$ cat config.mk
export PLATFORM = sky130hd
export DESIGN_NAME = pipe_stage_reg_flat
export DESIGN_NICKNAME = d
export VERILOG_FILES = /design/src/rtl/pipe_stage_reg_pkg.sv /design/src/rtl/pipe_stage_reg_if.sv /design/src/rtl/pipe_stage_reg_slot.sv /design/src/rtl/pipe_stage_reg.sv /design/src/flat_wrapper.sv
export SDC_FILE = /design/constraint.sdc
export NUM_CORES = 1
export LEC_CHECK = 0
export BUFFER_PORTS_ARGS = -buffer_cell sky130_fd_sc_hd__buf_2
export CAP_MARGIN = 25
export CORE_MARGIN = 2
export CORE_UTILIZATION = 30
export CTS_CLUSTER_DIAMETER = 50
export DETAILED_ROUTE_END_ITERATION = 12
export PLACE_DENSITY = 0.53
export SETUP_SLACK_MARGIN = 0.5
export SLEW_MARGIN = 20
export SYNTH_ARGS = -nofsm -noshare
export SYNTH_HDL_FRONTEND = slang
export SYNTH_HIERARCHICAL = 1
export SYNTH_SLANG_ARGS = --single-unit
$ cat constraint.sdc
create_clock -name clk -period 1.5 [get_ports clk]
set_input_delay 0.075 -clock clk [delete_from_list [all_inputs] [get_ports clk]]
set_output_delay 0.075 -clock clk [all_outputs]
set_load 0.02 [all_outputs]
$ cat src/rtl/pipe_stage_reg_pkg.sv
// pipe_pkg: stage state encoding, ID/EX control bit indices and per-stage default widths.
package pipe_pkg;
  typedef enum logic [1:0] {EMPTY, ONE, FULL} stage_state_e;
  localparam int CTRL_REGWRITE = 8;
  localparam int CTRL_MEMTOREG = 7;
  localparam int CTRL_MEMREAD  = 6;
  localparam int CTRL_MEMWRITE = 5;
  localparam int CTRL_ALUOP_HI = 4;
  localparam int CTRL_ALUOP_LO = 2;
  localparam int CTRL_REGDST   = 1;
  localparam int CTRL_ALUSRC   = 0;
  localparam int IF_ID_DATA_W  = 64;
  localparam int IF_ID_CTRL_W  = 1;
  localparam int ID_EX_DATA_W  = 122;
  localparam int ID_EX_CTRL_W  = 9;
  localparam int EX_MEM_DATA_W = 69;
  localparam int EX_MEM_CTRL_W = 4;
  localparam int MEM_WB_DATA_W = 69;
  localparam int MEM_WB_CTRL_W = 2;
endpackage

$ cat src/rtl/pipe_stage_reg_if.sv
// pipe_stage_reg_if: one valid/ready beat channel carrying payload and control word.
interface pipe_stage_reg_if #(parameter int DATA_W = 122, parameter int CTRL_W = 9);
  logic              valid;
  logic              ready;
  logic [DATA_W-1:0] data;
  logic [CTRL_W-1:0] ctrl;
  modport master (output valid, data, ctrl, input ready);
  modport slave  (input valid, data, ctrl, output ready);
endinterface

$ cat src/rtl/pipe_stage_reg_slot.sv
// pipe_stage_slot: one beat register (valid + data + ctrl) with load and clear; clear zeroes ctrl, keeps data.
module pipe_stage_slot #(
  parameter int DATA_W = 1,
  parameter int CTRL_W = 1
) (
  input  logic              clk,
  input  logic              rst_n,
  input  logic              clr,
  input  logic              ld,
  input  logic [DATA_W-1:0] d_data,
  input  logic [CTRL_W-1:0] d_ctrl,
  output logic              q_valid,
  output logic [DATA_W-1:0] q_data,
  output logic [CTRL_W-1:0] q_ctrl
);
  always_ff @(posedge clk)
    if (!rst_n) begin
      q_valid <= 1'b0;
      q_data  <= '0;
      q_ctrl  <= '0;
    end else if (clr) begin
      q_valid <= 1'b0;
      q_ctrl  <= '0;
    end else if (ld) begin
      q_valid <= 1'b1;
      q_data  <= d_data;
      q_ctrl  <= d_ctrl;
    end
endmodule

$ cat src/rtl/pipe_stage_reg.sv
// pipe_stage_reg: valid/ready pipeline register with 2-entry skid and flush-to-bubble.
// Defining PIPE_STAGE_PERF_EN adds saturating stall_cnt/bubble_cnt outputs.
module pipe_stage_reg
  import pipe_pkg::*;
#(
  parameter int DATA_W = ID_EX_DATA_W,
  parameter int CTRL_W = ID_EX_CTRL_W
`ifdef PIPE_STAGE_PERF_EN
  , parameter int CNT_W = 16
`endif
) (
  input  logic             clk,
  input  logic             rst_n,
  input  logic             flush,
  pipe_stage_reg_if.slave  up,
  pipe_stage_reg_if.master dn
`ifdef PIPE_STAGE_PERF_EN
  , output logic [CNT_W-1:0] stall_cnt
  , output logic [CNT_W-1:0] bubble_cnt
`endif
);
  stage_state_e      state;
  logic              in_fire, out_fire;
  logic              head_ld, head_clr, skid_ld, skid_clr;
  logic              skid_valid;
  logic [DATA_W-1:0] skid_data;
  logic [CTRL_W-1:0] skid_ctrl;
  assign up.ready = state != FULL;
  assign in_fire  = up.valid && up.ready;
  assign out_fire = dn.valid && dn.ready;
  assign head_ld  = !flush && ((state == EMPTY && in_fire) || (state == ONE && in_fire && out_fire) ||
                               (state == FULL && out_fire));
  assign head_clr = flush || (state == ONE && out_fire && !in_fire);
  assign skid_ld  = !flush && state == ONE && in_fire && !out_fire;
  assign skid_clr = flush || (state == FULL && out_fire);
  pipe_stage_slot #(.DATA_W(DATA_W), .CTRL_W(CTRL_W)) u_head (
    .clk(clk), .rst_n(rst_n), .clr(head_clr), .ld(head_ld),
    .d_data(skid_valid ? skid_data : up.data), .d_ctrl(skid_valid ? skid_ctrl : up.ctrl),
    .q_valid(dn.valid), .q_data(dn.data), .q_ctrl(dn.ctrl)
  );
  pipe_stage_slot #(.DATA_W(DATA_W), .CTRL_W(CTRL_W)) u_skid (
    .clk(clk), .rst_n(rst_n), .clr(skid_clr), .ld(skid_ld),
    .d_data(up.data), .d_ctrl(up.ctrl),
    .q_valid(skid_valid), .q_data(skid_data), .q_ctrl(skid_ctrl)
  );
  always_ff @(posedge clk)
    if (!rst_n || flush) state <= EMPTY;
    else
      case (state)
        EMPTY:   state <= in_fire ? ONE : EMPTY;
        ONE:     state <= (in_fire && !out_fire) ? FULL : (out_fire && !in_fire) ? EMPTY : ONE;
        FULL:    state <= out_fire ? ONE : FULL;
        default: state <= EMPTY;
      endcase
`ifdef PIPE_STAGE_PERF_EN
  always_ff @(posedge clk)
    if (!rst_n) begin
      stall_cnt  <= '0;
      bubble_cnt <= '0;
    end else begin
      if (dn.valid && !dn.ready && !(&stall_cnt)) stall_cnt <= stall_cnt + 1'b1;
      if (!dn.valid && !(&bubble_cnt)) bubble_cnt <= bubble_cnt + 1'b1;
    end
`endif
endmodule

$ cat src/flat_wrapper.sv
// flat-port wrapper written by rule: the top's interface ports become plain ports
module pipe_stage_reg_flat import pipe_pkg::*;
#(
  parameter int DATA_W = ID_EX_DATA_W,
  parameter int CTRL_W = ID_EX_CTRL_W

)
  (clk, rst_n, flush, up_valid, up_data, up_ctrl, up_ready, dn_valid, dn_data, dn_ctrl, dn_ready);
  pipe_stage_reg_if #(.DATA_W(DATA_W), .CTRL_W(CTRL_W)) up_i ();
  pipe_stage_reg_if #(.DATA_W(DATA_W), .CTRL_W(CTRL_W)) dn_i ();
  input  logic clk;
  input  logic rst_n;
  input  logic flush;
  input wire logic [$bits(up_i.valid)-1:0] up_valid;
  input wire logic [$bits(up_i.data)-1:0] up_data;
  input wire logic [$bits(up_i.ctrl)-1:0] up_ctrl;
  output wire logic [$bits(up_i.ready)-1:0] up_ready;
  output wire logic [$bits(dn_i.valid)-1:0] dn_valid;
  output wire logic [$bits(dn_i.data)-1:0] dn_data;
  output wire logic [$bits(dn_i.ctrl)-1:0] dn_ctrl;
  input wire logic [$bits(dn_i.ready)-1:0] dn_ready;
  assign up_i.valid = up_valid;
  assign up_i.data = up_data;
  assign up_i.ctrl = up_ctrl;
  assign up_ready = up_i.ready;
  assign dn_valid = dn_i.valid;
  assign dn_data = dn_i.data;
  assign dn_ctrl = dn_i.ctrl;
  assign dn_i.ready = dn_ready;
  pipe_stage_reg #(.DATA_W(DATA_W), .CTRL_W(CTRL_W)) u_core (.clk(clk), .rst_n(rst_n), .flush(flush), .up(up_i), .dn(dn_i));
endmodule
# Yosys cells after proc, flatten, opt, wreduce, memory -nomap -nowiden
# Cells that the tools add are included.
word_totals:
  ramBits: 0
  out_inout_bits: 133
  latchBits: 0
  mem_bits_ro: 0
  elab_cells: 48
  regBits: 266
  memories: 0
  in_bits: 136
op_classes:
  n_div: 0
  addsub: 0
  mul: 0
  reduce_logical: 28
  shifts: 0
  eq_ne: 3
  bitwise_logic: 3
  order_cmp: 0
  n_mux: 7
ops:
  columns: ["op", "count"]
  rows:
  - ["122-bit 2-to-1 mux", 1]
  - ["1-bit logical AND", 14]
  - ["9-bit 2-to-1 mux", 1]
  - ["2-bit one-hot mux with 3 select lines", 1]
  - ["1-bit logical OR", 5]
  - ["1-bit logical NOT", 4]
  - ["2-bit 2-to-1 mux", 2]
  - ["2-bit AND reduction", 2]
  - ["2-bit OR reduction", 2]
  - ["1-bit inverter", 3]
  - ["2-bit by 1-bit equality test with 1-bit output, second input constant", 1]
  - ["2-bit equality test, second input constant", 1]
  - ["2-bit logical NOT", 1]
  - ["1-bit 2-to-1 mux", 2]
  - ["2-bit != test, second input constant", 1]

# Depth between registers and ports, before layout
depth:
  depth_word: 8
  depth_mapped: 8
  ltp_nobuf: 5

# By module
# Netlist, hierarchy kept.
by_module_without_submodules:
  columns: ["module", "cells_each", "seq_area_each_um2", "instances", "area_each_um2"]
  rows:
  - ["pipe_stage_slot", 563, 2642.5, 2, 5195.0]
  - ["pipe_stage_reg", 168, 40.0, 1, 2119.5]

# Least setup slack after synthesis
# Ideal clock, no wire load.
synth_path:
  path_type: "reg-to-reg"
  startpoint: "register u_core.u_head.q_valid"
  endpoint: "register u_core.u_head.q_data[100]"
  setup_time_ns: 0.072
  period_less_slack_ns: 1.757
  slack_ns: -0.257
  path_stages_with_launch: 9
  n_path_buf: 3
  required_time_ns: 1.428
  t_arrival_ns: 1.685
  path_cell_list: "dfxtp_1 > nand2_1 > a2bb2oi_1 > a21oi_1 > nor2b_1 > buf_6 > buf_6 > buf_6 > mux2i_1"
synth_via:
  elab_chain_cells: 6
  word_cells_on_any_way: 11
  cone_classes: "bitwise: 1; reduce/logical: 10"
synth_rtl:
  columns: ["element", "line", "text"]
  rows:
  - ["start: declaration", "pipe_stage_reg_slot.sv:12", "output logic q_valid,"]
  - ["start signal: assignment", "pipe_stage_reg_slot.sv:18", "q_valid <= 1'b0;"]
  - ["start signal: assignment", "pipe_stage_reg_slot.sv:22", "q_valid <= 1'b0;"]
  - ["start signal: assignment", "pipe_stage_reg_slot.sv:25", "q_valid <= 1'b1;"]
  - ["1-bit logical AND (*)", "pipe_stage_reg.sv:30", "assign out_fire = dn.valid && dn.ready;"]
  - ["1-bit logical AND", "pipe_stage_reg.sv:31", "assign head_ld = !flush && ((state == EMPTY && in_fire) || (state == ONE && in_fire && out_fire) ||"]
  - ["1-bit logical OR", "pipe_stage_reg.sv:31", null]
  - ["1-bit logical OR (*)", "pipe_stage_reg.sv:31", null]
  - ["1-bit logical AND (*)", "pipe_stage_reg.sv:31", null]
  - ["net u_core.head_ld", "pipe_stage_reg.sv:24", "logic head_ld, head_clr, skid_ld, skid_clr;"]
  - ["2-bit AND reduction (no line) (*)", null, null]
  - ["end signal: assignment", "pipe_stage_reg_slot.sv:26", "q_data <= d_data;"]
  - ["end: declaration", "pipe_stage_reg_slot.sv:13", "output logic [DATA_W-1:0] q_data,"]
# The timed path passes the listed nets; every way through them passes the cells marked *.
# A chain may end at the register's enable or synchronous reset.

# Final worst setup path
layout_path:
  startpoint: "register u_core.state[1]"
  endpoint: "register u_core.u_skid.q_data[51]"
layout_via:
  elab_chain_cells: 5
  word_cells_on_any_way: 11
  cone_classes: "eq/ne: 3; bitwise: 1; reduce/logical: 7"
layout_rtl:
  columns: ["element", "line", "text"]
  rows:
  - ["start: declaration", "pipe_stage_reg.sv:22", "stage_state_e state;"]
  - ["start signal: assignment", "pipe_stage_reg.sv:50", "EMPTY: state <= in_fire ? ONE : EMPTY;"]
  - ["start signal: assignment", "pipe_stage_reg.sv:51", "ONE: state <= (in_fire && !out_fire) ? FULL : (out_fire && !in_fire) ? EMPTY : ONE;"]
  - ["start signal: assignment", "pipe_stage_reg.sv:52", "FULL: state <= out_fire ? ONE : FULL;"]
  - ["2-bit by 1-bit equality test with 1-bit output / 2-bit != test (equally long branches)", "pipe_stage_reg.sv:34, pipe_stage_reg.sv:28", null]
  - ["1-bit logical AND, on equally long branches", "pipe_stage_reg.sv:34, pipe_stage_reg.sv:29", null]
  - ["1-bit logical AND (*) (2 in series)", "pipe_stage_reg.sv:34", "assign skid_ld = !flush && state == ONE && in_fire && !out_fire;"]
  - ["net u_core.skid_ld", "pipe_stage_reg.sv:24", null]
  - ["2-bit AND reduction (no line) (*)", null, null]
  - ["end signal: assignment", "pipe_stage_reg_slot.sv:26", null]
  - ["end: declaration", "pipe_stage_reg_slot.sv:13", null]
# Marks and branches as above.

==> report_table.html <==
<table>
<tr><th>Metric</th><th>Value</th></tr>
<tr><th colspan="2">Run status</th></tr>
<tr><td>Run status</td><td>complete, but fails checks</td></tr>
<tr><td>Violated checks</td><td>hold timing, setup timing</td></tr>
<tr><th colspan="2">Critical path</th></tr>
<tr><td>Cell repeated most along the worst path</td><td>nor2b_4</td></tr>
<tr><td>CP arrival</td><td>2.17 ns</td></tr>
<tr><td>Startpoint of the worst setup timing path</td><td>u_core/state[1]</td></tr>
<tr><td>Sort of element at the end of the critical path</td><td>flip-flop</td></tr>
<tr><td>Setup crit start kind</td><td>flip-flop</td></tr>
<tr><td>Origin of the critical flop-to-flop path</td><td>u_core/state[1]</td></tr>
<tr><td>Critical-path maximum fanout</td><td>17</td></tr>
<tr><td>Kind of critical path</td><td>reg2reg</td></tr>
<tr><td>Ordered cell list for the critical path</td><td>nor2b_4 &gt; nand2_2 &gt; nor3b_2 &gt; nor2b_4 &gt; buf_12 &gt; buf_16 &gt; mux2i_1</td></tr>
<tr><td>Library cell contributing the largest single delay on the critical path</td><td>dfxtp_2</td></tr>
<tr><td>Maximum single-stage delay on the critical path</td><td>0.34 ns</td></tr>
<tr><td>Data required, critical path</td><td>1.95 ns</td></tr>
<tr><th colspan="2">STA</th></tr>
<tr><td>Final setup skew</td><td>0.0158 ns</td></tr>
<tr><td>Peak clock frequency supported by timing</td><td>0.581 GHz</td></tr>
<tr><td>Final Hold Viols</td><td>2</td></tr>
<tr><td>Final Max Tran Viols</td><td>0</td></tr>
<tr><td>Hold Worst Slack</td><td>-0.0756 ns</td></tr>
<tr><td>Unrepaired setup endpoints after global routing</td><td>yes</td></tr>
<tr><td>Clock period minus worst slack</td><td>1.72 ns</td></tr>
<tr><td>Transition time at the pin with the least slew margin</td><td>0.403 ns</td></tr>
<tr><td>Worst max-slew margin expressed relative to the limit</td><td>73.2%</td></tr>
<tr><td>Minimum setup slack in the final design</td><td>-0.220 ns</td></tr>
<tr><td>Final period utilization</td><td>115%</td></tr>
<tr><td>Final setup violation count</td><td>243</td></tr>
<tr><th colspan="2">Yosys</th></tr>
<tr><td>Top cells by instance count after synthesis</td><td>nand2_1 (492), dfxtp_1 (266), mux2i_1 (263)</td></tr>
<tr><td>Top-count cell post-synth</td><td>nand2_1</td></tr>
<tr><td>Number of distinct library cells after synthesis</td><td>22</td></tr>
<tr><td>Number of flops mapped to enable cells by yosys</td><td>0</td></tr>
<tr><td>Number of synthesized register bits</td><td>266</td></tr>
<tr><td>Post-synthesis instance total</td><td>1294</td></tr>
<tr><td>Synth warnings</td><td>6</td></tr>
<tr><td>Syn avg cell area</td><td>9.67 µm²</td></tr>
<tr><td>Share of flip-flops with an asynchronous set or reset after synthesis</td><td>0%</td></tr>
<tr><td>Yosys top cell by area</td><td>dfxtp_1</td></tr>
<tr><td>Number of nets in the synthesized netlist</td><td>1430</td></tr>
<tr><td>Leading register cell type out of synthesis</td><td>dfxtp_1</td></tr>
<tr><td>Post-synth design cell area</td><td>0.0125 mm²</td></tr>
<tr><td>Top-area cell type share of the netlist area</td><td>42.6%</td></tr>
<tr><td>Leading post-synthesis cells by cell area</td><td>dfxtp_1 (43%), mux2i_1 (21%), nand2_1 (15%)</td></tr>
<tr><td>Register area share after synthesis</td><td>42.6%</td></tr>
<tr><th colspan="2">Detailed routing</th></tr>
<tr><td>Number of vias in the routed layout</td><td>10167</td></tr>
<tr><td>DR WL/cell</td><td>14.7 µm</td></tr>
<tr><td>Number of nets with antenna violations after routing</td><td>0</td></tr>
<tr><td>DRT Wirelength</td><td>34.0 mm</td></tr>
<tr><td>First DRT Iteration DRCs</td><td>412</td></tr>
<tr><td>Count of TritonRoute iterations in the first routing pass</td><td>4</td></tr>
<tr><td>Via count normalized by instance count</td><td>4.40</td></tr>
<tr><td>Remaining routing DRC violations</td><td>0</td></tr>
<tr><th colspan="2">Layout</th></tr>
<tr><td>Count of fill cells added during filler insertion</td><td>3751</td></tr>
<tr><td>Number of non-filler instances in the completed layout</td><td>2312</td></tr>
<tr><td>Share of layout cells above drive strength 1</td><td>39.2%</td></tr>
<tr><td>Nets</td><td>1884</td></tr>
<tr><td>Synthesis-to-layout area growth</td><td>52.8%</td></tr>
<tr><th colspan="2">Die</th></tr>
<tr><td>Chip Height</td><td>208 µm</td></tr>
<tr><td>Core Footprint</td><td>0.0410 mm²</td></tr>
<tr><td>I/O pin total</td><td>269</td></tr>
<tr><td>Overall die area</td><td>0.0433 mm²</td></tr>
<tr><td>Starting Density</td><td>30.5%</td></tr>
<tr><td>Width of the die</td><td>208 µm</td></tr>
<tr><td>Number of placement rows</td><td>74</td></tr>
<tr><th colspan="2">Clock tree</th></tr>
<tr><td>TritonCTS clock tree</td><td>done</td></tr>
<tr><td>Num CTS Buffers</td><td>39</td></tr>
<tr><td>Clock latency on the worst-skew pair</td><td>0.54 ns</td></tr>
<tr><td>Clk slew on worst S/H paths</td><td>0.06 ns</td></tr>
<tr><td>Clock root buffer</td><td>clkbuf_16</td></tr>
<tr><td>Total clock sinks</td><td>266</td></tr>
<tr><td>Hold buffer count at cts</td><td>140</td></tr>
<tr><td>Maximum root-to-sink buffer count</td><td>3</td></tr>
<tr><td>Level count of the clock H-tree</td><td>2</td></tr>
<tr><th colspan="2">GRT</th></tr>
<tr><td>Pin count of the biggest net entering global routing</td><td>97</td></tr>
<tr><td>Gr ovfl total</td><td>0</td></tr>
<tr><td>GRT Overall Usage</td><td>15.0%</td></tr>
<tr><td>Initial antenna violation count</td><td>4</td></tr>
<tr><td>Global-route wire length before repair</td><td>52.8 mm</td></tr>
<tr><td>Number of global-route vias before repair</td><td>10132</td></tr>
<tr><th colspan="2">Placed design</th></tr>
<tr><td>Number of buffer cells added on primary ports</td><td>268</td></tr>
<tr><td>Instance count after placement with tap cells included</td><td>2053</td></tr>
<tr><td>Post-detail-place hpwl</td><td>21.5 mm</td></tr>
<tr><td>Post-Place Setup Slack</td><td>-0.216 ns</td></tr>
<tr><td>Final RePlAce weighted congestion</td><td>0.743</td></tr>
<tr><th colspan="2">Job</th></tr>
<tr><td>Number of violations of the max-capacitance limit</td><td>0</td></tr>
<tr><th colspan="2">Min path</th></tr>
<tr><td>Hold path start</td><td>up_valid</td></tr>
<tr><td>Hold/Removal Path Class</td><td>in2reg</td></tr>
<tr><th colspan="2">Power and ir drop</th></tr>
<tr><td>Power density of the placed cells</td><td>1020 mW/mm²</td></tr>
<tr><td>Total power draw</td><td>19.5 mW</td></tr>
<tr><td>Worst IR drop on VDD</td><td>493 µV</td></tr>
<tr><td>Leakage power summed over all cells</td><td>7.81 nW</td></tr>
</table>
per-layer routing:
layer / up-vias / global-route usage (%) / wire, µm
met1: 4704 / 18.3 / 15200
met5: - / 0 / 13
met3: 62 / 4.69 / 1990
met2: 219 / 24.9 / 16000
li1: 5180 / - / -
met4: 2 / 5.09 / 864
registers in the layout, summed over array words and instances, names as in the netlist:
register and flops:
u_core/state 2, u_core/u_head/q_ctrl 9, u_core/u_head/q_data 122, u_core/u_head/q_valid 1, u_core/u_skid/q_ctrl 9, u_core/u_skid/q_data 122, u_core/u_skid/q_valid 1
stage by stage:
stage / area [µm²] / TNS, ns / utilization (%)
5_1_grt: 19100 / -56.11 / 46.6
3_3_place_gp: 14700 / -25.87 / 35.9
6_report: 19100 / -32.96 / 46.6
3_5_place_dp: 14700 / -36.26 / 35.9
4_1_cts: 18400 / -35.57 / 44.9
2_1_floorplan: 12700 / -7.25 / -
worst paths after layout:
kind                                    to  slack [ns]  cells after the start
setup / recovery  u_core/u_skid/q_data[51]       -0.22                      7
hold / removal             u_core/state[0]       -0.08                      3
setup reg to reg  u_core/u_skid/q_data[51]       -0.22                      7
hold reg to reg   u_core/u_head/q_data[84]        0.45                      2
final cells by class:
type | instances | area (µm²) | area share (%)
Multi-Input combinational cell | 924 | 6550 | 34.3
Antenna cell | 3 | 7.51 | 0.0393
Tap cell | 532 | 666 | 3.48
Inverter | 3 | 11.3 | 0.0589
Clock buffer | 56 | 1150 | 6.03
Timing Repair Buffer | 514 | 5000 | 26.2
Sequential cell | 266 | 5470 | 28.6
Clock inverter | 14 | 249 | 1.30
critical path, delay by kind of cell, from the launching register on:
kind | cells | cell delay, ns
AND/OR/NAND/NOR | 4 | 0.65
flip-flops | 1 | 0.34
buffers and inverters | 2 | 0.38
multiplexers | 1 | 0.24
cell families after synthesis:
family                 after synthesis  synth area share [%]
AND/OR/NAND/NOR                    524                  15.9
multiplexers                       394                  35.5
flip-flops                         266                  42.6
buffers and inverters              104                  5.61
AO/OA/AOI/OAI                        6                 0.360
power by group:
group | total [mW] | switching, mW | internal [mW]
logic | 2.25 | 0.980 | 1.27
registers | 7.35 | 0.109 | 7.24
clock network | 9.86 | 3.45 | 6.41
layout by cell type, fill, tap and decap left out, types with 2 or more instances in the layout:
master and instances:
nand2_1 490, diode_2 3, buf_6 118, clkbuf_16 44, nor2b_1 2, dlygate4sd3_1 139, mux2_4 90, clkinvlp_4 2
bufbuf_16 3, clkbuf_8 7, dfxtp_1 152, buf_2 152, inv_6 2, dfxtp_2 112, inv_1 3, buf_16 9
dfxtp_4 2, buf_4 54, buf_12 32, bufinv_16 6, mux2_2 41, nor2_1 21, buf_8 3, inv_8 2
nor2b_4 3, mux2i_2 2, mux2i_1 261, clkbuf_1 8
repair_timing:
action | in CTS | in global routing
resized for setup | 198 | 183
cloned | 7 | 3
setup buffers | 13 | 23
pin swaps | 0 | 1
setup endpoints to repair | 397 | 399
endpoints found under the hold margin | 264 | 2
Power figures use the tool's default switching activity.
